--- src/rtl/nes_pad_if.sv ---
// nes_pad_if: bundles the pad-side and local-side signals of the NES pad
// responder.
//
// Signals:
//   buttons, buttons_we : local button write port. buttons is captured on
//                         every rising clk edge where buttons_we is high.
//   pad_latch, pad_clk  : console strobe and read clock. Both are
//                         asynchronous to clk.
//   pad_data_n          : serial data back to the console, active low.
//   bit_count           : bits shifted since the last latch release.
//   read_done           : one-cycle pulse on the 8th shift.
//   extra_reads         : sticky flag for shifts past the 8th.
//   fsm_state           : debug view of the responder state machine.
//
// Handshake: there is no valid/ready pair. buttons_we is a write strobe
// that is always accepted in the cycle it is high. pad_latch and pad_clk
// are level/edge signals with no flow control.
interface nes_pad_if;
  logic [7:0] buttons;
  logic       buttons_we;
  logic       pad_latch;
  logic       pad_clk;
  logic       pad_data_n;
  logic [3:0] bit_count;
  logic       read_done;
  logic       extra_reads;
  logic [1:0] fsm_state;

  modport master (
    output buttons, buttons_we, pad_latch, pad_clk,
    input  pad_data_n, bit_count, read_done, extra_reads, fsm_state
  );

  modport slave (
    input  buttons, buttons_we, pad_latch, pad_clk,
    output pad_data_n, bit_count, read_done, extra_reads, fsm_state
  );
endinterface

--- src/rtl/nes_pad_responder.sv ---
// nes_pad_responder: emulates a standard NES pad's 8-bit shift register.
// The console's latch/clock are synchronized and filtered. The block then
// answers with A, B, Select, Start, Up, Down, Left, Right on pad_data_n,
// which is active low.
//
// Ports:
//   clk : system clock; all logic runs on its rising edge.
//   rst : synchronous, active-high reset.
//   pad : nes_pad_if.slave. Carries the button write port, the console
//         pins, and the status/debug outputs.
module nes_pad_responder #(
  parameter int SYNC_STAGES   = 2,
  parameter int FILTER_CYCLES = 2
) (
  input logic      clk,
  input logic      rst,
  nes_pad_if.slave pad
);

  localparam int CW = (FILTER_CYCLES > 1) ? $clog2(FILTER_CYCLES) : 1;

  typedef enum logic [1:0] {
    ST_LATCH     = 2'd0,
    ST_SHIFT     = 2'd1,
    ST_EXHAUSTED = 2'd2
  } state_t;

  // Input path. Channel 0 is pad_latch and channel 1 is pad_clk.
  logic [SYNC_STAGES-1:0] sync_latch;
  logic [SYNC_STAGES-1:0] sync_clk;
  logic [1:0]             s_in;
  logic [1:0]             filt;
  logic [1:0]             filt_prev;
  logic [CW-1:0]          fcnt [2];

  assign s_in = {sync_clk[SYNC_STAGES-1], sync_latch[SYNC_STAGES-1]};

  always_ff @(posedge clk) begin
    if (rst) begin
      sync_latch <= '0;
      sync_clk   <= '0;
      filt       <= '0;
      filt_prev  <= '0;
      fcnt[0]    <= '0;
      fcnt[1]    <= '0;
    end else begin
      sync_latch <= {sync_latch[SYNC_STAGES-2:0], pad.pad_latch};
      sync_clk   <= {sync_clk[SYNC_STAGES-2:0], pad.pad_clk};
      filt_prev  <= filt;
      for (int i = 0; i < 2; i++) begin
        // The filtered value follows the synchronized value only after
        // FILTER_CYCLES consecutive cycles of disagreement.
        if (s_in[i] == filt[i]) begin
          fcnt[i] <= '0;
        end else if (fcnt[i] == CW'(FILTER_CYCLES - 1)) begin
          filt[i] <= s_in[i];
          fcnt[i] <= '0;
        end else begin
          fcnt[i] <= fcnt[i] + CW'(1);
        end
      end
    end
  end

  logic latch_f;
  logic clk_rise;

  assign latch_f  = filt[0];
  assign clk_rise = filt[1] & ~filt_prev[1];

  // Pad state machine.
  state_t     state, state_next;
  logic [7:0] hold, hold_next;
  logic [7:0] sr, sr_next;
  logic [3:0] cnt, cnt_next;
  logic       done, done_next;
  logic       extra, extra_next;

  always_ff @(posedge clk) begin
    if (rst) begin
      state <= ST_SHIFT;
      hold  <= 8'h00;
      sr    <= 8'h00;
      cnt   <= 4'd8;
      done  <= 1'b0;
      extra <= 1'b0;
    end else begin
      state <= state_next;
      hold  <= hold_next;
      sr    <= sr_next;
      cnt   <= cnt_next;
      done  <= done_next;
      extra <= extra_next;
    end
  end

  always_comb begin
    state_next = state;
    hold_next  = pad.buttons_we ? pad.buttons : hold;
    sr_next    = sr;
    cnt_next   = cnt;
    done_next  = 1'b0;
    extra_next = extra;

    if (latch_f) begin
      // A latch level takes priority over any clock edge seen in the same
      // cycle, and it aborts any read in progress. A same-cycle button
      // write goes straight into the shift register.
      state_next = ST_LATCH;
      sr_next    = pad.buttons_we ? pad.buttons : hold;
      cnt_next   = 4'd0;
      extra_next = 1'b0;
    end else begin
      case (state)
        ST_LATCH: begin
          state_next = ST_SHIFT;
        end
        ST_SHIFT: begin
          if (clk_rise) begin
            // The shifted-in 1 makes late reads return "pressed".
            sr_next = {1'b1, sr[7:1]};
            if (cnt == 4'd7) begin
              cnt_next   = 4'd8;
              done_next  = 1'b1;
              state_next = ST_EXHAUSTED;
            end else if (cnt < 4'd8) begin
              cnt_next = cnt + 4'd1;
            end
          end
        end
        ST_EXHAUSTED: begin
          sr_next = 8'hFF;
          if (clk_rise) begin
            extra_next = 1'b1;
          end
        end
        default: begin
          state_next = ST_SHIFT;
        end
      endcase
    end
  end

  assign pad.pad_data_n  = ~sr[0];
  assign pad.bit_count   = cnt;
  assign pad.read_done   = done;
  assign pad.extra_reads = extra;
  assign pad.fsm_state   = state;

endmodule

--- src/flat_wrapper.sv ---
// flat-port wrapper written by rule: the top's interface ports become plain ports
module nes_pad_responder_flat 
#(
  parameter int SYNC_STAGES   = 2,
  parameter int FILTER_CYCLES = 2
)
  (clk, rst, pad_buttons, pad_buttons_we, pad_pad_latch, pad_pad_clk, pad_pad_data_n, pad_bit_count, pad_read_done, pad_extra_reads, pad_fsm_state);
  nes_pad_if pad_i ();
  input logic clk;
  input logic rst;
  input wire logic [$bits(pad_i.buttons)-1:0] pad_buttons;
  input wire logic [$bits(pad_i.buttons_we)-1:0] pad_buttons_we;
  input wire logic [$bits(pad_i.pad_latch)-1:0] pad_pad_latch;
  input wire logic [$bits(pad_i.pad_clk)-1:0] pad_pad_clk;
  output wire logic [$bits(pad_i.pad_data_n)-1:0] pad_pad_data_n;
  output wire logic [$bits(pad_i.bit_count)-1:0] pad_bit_count;
  output wire logic [$bits(pad_i.read_done)-1:0] pad_read_done;
  output wire logic [$bits(pad_i.extra_reads)-1:0] pad_extra_reads;
  output wire logic [$bits(pad_i.fsm_state)-1:0] pad_fsm_state;
  assign pad_i.buttons = pad_buttons;
  assign pad_i.buttons_we = pad_buttons_we;
  assign pad_i.pad_latch = pad_pad_latch;
  assign pad_i.pad_clk = pad_pad_clk;
  assign pad_pad_data_n = pad_i.pad_data_n;
  assign pad_bit_count = pad_i.bit_count;
  assign pad_read_done = pad_i.read_done;
  assign pad_extra_reads = pad_i.extra_reads;
  assign pad_fsm_state = pad_i.fsm_state;
  nes_pad_responder #(.SYNC_STAGES(SYNC_STAGES), .FILTER_CYCLES(FILTER_CYCLES)) u_core (.clk(clk), .rst(rst), .pad(pad_i));
endmodule
--- config.mk ---
export PLATFORM = sky130hd
export DESIGN_NAME = nes_pad_responder_flat
export DESIGN_NICKNAME = d
export VERILOG_FILES = /design/src/rtl/nes_pad_if.sv /design/src/rtl/nes_pad_responder.sv /design/src/flat_wrapper.sv
export SDC_FILE = /design/constraint.sdc
export NUM_CORES = 1
export LEC_CHECK = 0
export CORE_UTILIZATION = 30
export CTS_BUF_LIST = sky130_fd_sc_hd__clkbuf_2 sky130_fd_sc_hd__clkbuf_4 sky130_fd_sc_hd__clkbuf_8
export DETAILED_ROUTE_END_ITERATION = 10
export PLACE_DENSITY = 0.46
export SLEW_MARGIN = 10
export SYNTH_ARGS = -nofsm -noshare
export SYNTH_HDL_FRONTEND = slang
export SYNTH_SLANG_ARGS = --single-unit
--- constraint.sdc ---
create_clock -name clk -period 2.1 [get_ports clk]
set_clock_uncertainty 0.15 [all_clocks]
set_input_delay 0.315 -clock clk [delete_from_list [all_inputs] [get_ports clk]]
set_output_delay 0.315 -clock clk [all_outputs]
set_load 0.005 [all_outputs]
# After elaboration in Yosys (flattened, before gate mapping)
# Memories as Yosys holds them, arrays and structs flattened.
# Index checks and enable logic that the tools add are counted.
# totals
regBits,32
mem_bits_rw,2
in_bits,13
out_inout_bits,9
n_memories,1
# memory_table
name,words,word_bits,read_ports,rd_clocked_by_memory_dff,write_ports,line,rtl
u_core.fcnt,2,1,2,0,2,nes_pad_responder.sv:34,logic [CW-1:0] fcnt [2];
# op_classes
n_addsub,3
n_lt_le_gt_ge,1
n_eq_ne,10
n_mux,44
n_bitwise,14
reduce_logical,15
# op_table
operator,n
1-bit two-way mux,32
8-bit two-way mux,3
4-bit two-way mux,5
8-bit one-hot mux with 2 select lines,1
3-bit AND reduction,4
2-bit AND reduction,4
1-bit inverter,7
"2-bit by 1-bit != test with 1-bit output, second input constant",3
"3-bit by 1-bit != test with 1-bit output, second input constant",2
1-bit bitwise OR,6
2-bit nonzero test,3
3-bit nonzero test,2
"4-bit by 1-bit adder with 4-bit output, second input constant",1
"4-bit by 3-bit equality test with 1-bit output, second input constant",1
"4-bit < comparator, second input constant",1
2-bit two-way mux,2
2-bit one-hot mux with 2 select lines,1
4-bit OR reduction,1
"1-bit adder, second input constant",2
1-bit equality test,2
"2-bit by 1-bit equality test with 1-bit output, second input constant",1
"2-bit equality test, second input constant",1
2-bit OR reduction,1
1-bit bitwise AND,1

# Longest topological paths before layout
# logic_depth
word_depth,7
mapped_depth,6
ltp_nobuf,6

# Least setup slack after synthesis
# Ideal clock, no wire load.
# synth_timing
path_kind,register to register
startpoint,register u_core.state[1] (netlist: u_core.pad.fsm_state[1])
endpoint,register u_core.state[0] (netlist: u_core.pad.fsm_state[0])
setup_time_ps,116
arrival_ps,1416
required_ps,1834
slack_ps,418
stages_incl_launch_ff,7
period_less_slack_ps,1682
cell_sequence,dfxtp_1 inv_1 ha_1 and4bb_4 nand3_1 or2_1 a31o_2
# synth_via
elab_chain_len,3
elab_cells_between_ends,8
# synth_lines
element,line,rtl
"start, declared",nes_pad_responder.sv:72,"state_t state, state_next;"
"start signal, assigned",nes_pad_responder.sv:88,state <= state_next;
2-bit by 1-bit equality test with 1-bit output / 2-bit equality test (equally long branches),nes_pad_responder.sv:114,case (state)
3-bit by 1-bit != test with 1-bit output (no line) (tied with other cells),--,
3-bit AND reduction (no line) / 1-bit two-way mux (equally long branches),--,
# Several ways; a longest one is shown, not always the timed one.
# A chain may end at the register's enable or synchronous reset.

# Worst setup path after layout
# layout_timing
startpoint,register u_core.state[0] (netlist: u_core.pad.fsm_state[0])
endpoint,register u_core.sr[2]
# layout_via
elab_chain_len,3
elab_cells_between_ends,7
# layout_lines
element,line,rtl
2-bit equality test / 2-bit by 1-bit equality test with 1-bit output (equally long branches),nes_pad_responder.sv:114,
8-bit one-hot mux with 2 select lines (tied with other cells),nes_pad_responder.sv:114,
8-bit two-way mux / 2-bit AND reduction (equally long branches),--,
"end signal, assigned",nes_pad_responder.sv:90,sr <= sr_next;
"end, declared",nes_pad_responder.sv:74,"logic [7:0] sr, sr_next;"
# Several ways; a longest one is shown, not always the timed one.

==> metrics.log <==
INFO  metric num_io_pins = 22
INFO  metric clock-root-buffer = sky130_fd_sc_hd__clkbuf_8
INFO  metric synth.yosys.seq_area_share = 0.524
INFO  metric grt_pass1_vias = 978
INFO  metric postSynthAreaPerCell = 9.91 um^2
INFO  metric power.static_leakage = about 0.68 nW
INFO  metric cp_data_arrival_time = 1.73 ns
INFO  metric power_frac_seq = 0.523
INFO  metric synth_edf_count = 2
INFO  metric postCtsSetupRepairBufs = 0
INFO  metric mostFrequentLayoutCells = sky130_fd_sc_hd__dfxtp_1 (31), sky130_fd_sc_hd__clkdlybuf4s50_1 (21), sky130_fd_sc_hd__nor2_1 (12)
INFO  metric drive_above_1_share = 0.130
INFO  metric dr.first_iter.drc_count = 20
INFO  metric postSynth.asyncResetShare = 0
INFO  metric synthesis.yosys.warnings = 0
INFO  metric row_count = 23
INFO  metric average_wire_per_standard_cell = 12.0 um
INFO  metric number_of_nets_in_the_layout = about 180
INFO  metric timing.setup.tns = 0 ns
INFO  metric first_pass_grt_wire_length = 4.30 mm
INFO  metric chipWidth = just under 70 um
INFO  metric timing_max_transition_violations_final = 0
INFO  metric postRouteAntennaNets = 0
INFO  metric vias_per_cell = ~4.7
INFO  metric final_design_area_no_fill = around 1700 um^2
INFO  metric power.clock.fraction = 0.404
INFO  metric antennaDiodeCount = 0
INFO  metric synth.cell_area = 1300 um^2
INFO  metric worstSetupEndpointType = register
INFO  metric cts_hold_repair.buffers = 0
INFO  metric synth_cells = about 130
INFO  metric detail_route.drc_violations = 0
INFO  metric standard_cell_area_after_detailed_placement = 1600 um^2
INFO  metric power_density = around 740 nW/um^2
INFO  metric layout-area-overhead-vs-synth = 30.9%
INFO  metric switching_share = 0.209
INFO  metric min_period_over_period = 0.815
INFO  metric cts_tree = yes
INFO  metric clkSinkCount = 33
INFO  metric switching_component_of_the_power = 0.264 mW
INFO  metric routed_wl = roughly 2.5 mm
INFO  metric cts_buffer_depth = 2
INFO  metric grt_overflow_total = 0
INFO  metric mostFrequentLayoutCell = sky130_fd_sc_hd__dfxtp_1
INFO  metric p_comb_frac = 0.073
INFO  metric number_of_clock_buffers_inserted_by_tritoncts = 5
INFO  metric outcome = completed
INFO  metric drv_cap = 0
INFO  metric clock_insertion_delay_at_the_later_pin_of_the_skew_report = about 0.28 ns
INFO  metric synth_flop_cell = sky130_fd_sc_hd__dfxtp_1
INFO  metric crit_path_kind = register to register
INFO  metric ys_ff_latch = 33
INFO  metric setup_violations = 0
INFO  metric area_enclosed_by_the_die_boundary = between 4000 and 5000 um^2
INFO  metric largest_net_degree_at_the_start_of_global_routing = 16
INFO  metric vdd_drop_max = roughly 0.00037 V
INFO  metric post_cts_resized = 0
INFO  metric combined_area_of_the_multi_input_logic_cells = roughly 580 um^2
INFO  metric worst_ep_required_time = 2.12 ns
INFO  metric cell_internal_pwr = between 0.9 and 1 mW
INFO  metric cts_htree_levels = 2
INFO  metric vertical_die_dimension = ~68 um
INFO  metric place.gp.congestion = between 0.6 and 0.7
INFO  metric finalHoldViolCount = 0
INFO  metric period_minus_slack = roughly 1.7 ns
INFO  metric final.fill_count = between 400 and 500
INFO  metric yosysUniqueCellTypes = 31
INFO  metric timing.fmax = roughly 600 MHz
INFO  metric first_pass_iters = 4
INFO  metric area.sequential = slightly below 700 um^2
INFO  metric grt_setup_unrepaired = false
INFO  metric hpwl = about 1.9 mm
INFO  metric worst-path-max-fanout = 7
INFO  metric floorplan.initialDensity = 0.318
INFO  metric worst_setup_start_kind = register
INFO  metric port-buffer-count = 21
INFO  metric grt_use_total = 0.132
INFO  metric worst_setup_hold_path_clk_slew = around 0.060 ns
INFO  metric number_of_antenna_violations_at_the_first_check_in_global_routing = 0
INFO  metric worst_hold_path_type = register to register
INFO  metric vias = ~1000
INFO  metric core = between 4000 and 5000 um^2
## logic make-up after synthesis
| logic type | after synthesis | synth area share |
|---|---|---|
| adder cells (fa/ha/maj) | 3 | 0.0289 |
| AND/OR/NAND/NOR | 39 | 0.150 |
| multiplexers | 11 | 0.0877 |
| flip-flops | 33 | 0.524 |
| XOR/XNOR | 4 | 0.0270 |
| AO/OA/AOI/OAI | 29 | 0.145 |
| buffers and inverters | 11 | 0.0337 |
| other | 1 | 0.00289 |
## Yosys cell counts, types with 2 or more instances
cell,instances,area (um^2)
sky130_fd_sc_hd__a31o_2,2,17.5
sky130_fd_sc_hd__a21oi_1,9,45.0
sky130_fd_sc_hd__nor2b_1,7,43.8
sky130_fd_sc_hd__xnor2_1,2,17.5
sky130_fd_sc_hd__and2_1,3,18.8
sky130_fd_sc_hd__o21ai_0,6,30.0
sky130_fd_sc_hd__edfxtp_1,2,60.1
sky130_fd_sc_hd__a22oi_1,3,22.5
sky130_fd_sc_hd__buf_2,2,10.0
sky130_fd_sc_hd__clkbuf_1,4,15.0
sky130_fd_sc_hd__dfxtp_1,31,621
sky130_fd_sc_hd__inv_1,5,18.8
sky130_fd_sc_hd__o311ai_0,4,35.0
sky130_fd_sc_hd__nor3_1,2,10.0
sky130_fd_sc_hd__xor2_1,2,17.5
sky130_fd_sc_hd__mux2_2,3,33.8
sky130_fd_sc_hd__nor2_1,12,45.0
sky130_fd_sc_hd__ha_1,3,37.5
sky130_fd_sc_hd__mux2i_1,8,80.1
sky130_fd_sc_hd__nand2_1,10,37.5
## state kept, by name, summed over array words and instances, names as in the netlist
register and flops:
u_core.sync_clk 2, u_core.pad.bit_count 4, u_core.filt 2, u_core.hold 8, u_core.pad.read_done 1, u_core.sr 8
u_core.fcnt 2, u_core.pad.fsm_state 2, u_core.sync_latch 2, u_core.filt_prev 1, u_core.pad.extra_reads 1
## layer usage
metal	track usage	wire, um	vias up
li1	-	-	515
met5	0	0	-
met2	0.225	1230	17
met1	0.138	1140	462
met3	0.0591	127	4
met4	0.0625	38	0
## worst max-delay path, cell delays in order, from the launching register on
cell and delay (ns):
sky130_fd_sc_hd__dfxtp_1 0.37, sky130_fd_sc_hd__inv_1 0.07, sky130_fd_sc_hd__ha_1 0.30, sky130_fd_sc_hd__nor2b_1 0.14, sky130_fd_sc_hd__a31o_2 0.27, sky130_fd_sc_hd__a22oi_1 0.21
sky130_fd_sc_hd__a21oi_1 0.09
## power by group through the flow
stage	combinational (mW)	clock [mW]	sequential, mW
floorplan	0.0500	0	0.672
global route	0.103	0.566	0.662
detailed placement	0.0932	0	0.675
finish	0.0917	0.511	0.660
CTS	0.0936	0.532	0.660
global placement	0.0926	0	0.674
## path summary, 6_finish.rpt
path / startpoint / slack [ns] / cells after the start / to
worst max register to register: u_core.pad.fsm_state[0] / 0.39 / 6 / u_core.sr[2]
worst min-delay path: u_core.sync_latch[0] / 0.29 / 1 / u_core.sync_latch[1]
worst min register to register: u_core.sync_latch[0] / 0.29 / 1 / u_core.sync_latch[1]
worst max-delay path: u_core.pad.fsm_state[0] / 0.39 / 6 / u_core.sr[2]
## metrics by stage
stage                     instances  total power, mW  setup slack (ns)  hold slack, ns  utilization
final                           212             1.26             0.389           0.287        0.416
after global routing            212             1.33             0.278           0.310        0.416
after CTS                       212             1.29             0.379           0.295        0.416
after detailed placement        204            0.768             0.228           0.279        0.392
after global placement          204            0.767             0.259           0.268        0.392
after floorplan                 132            0.722             0.418           0.237            -
## layout make-up
class	count	area share
Timing Repair Buffer	28	0.155
Sequential cell	33	0.400
Multi-Input combinational cell	88	0.340
Inverter	5	0.0110
Clock buffer	8	0.0574
Tap cell	50	0.0368
No activity file was read; power rests on OpenSTA's default activity.
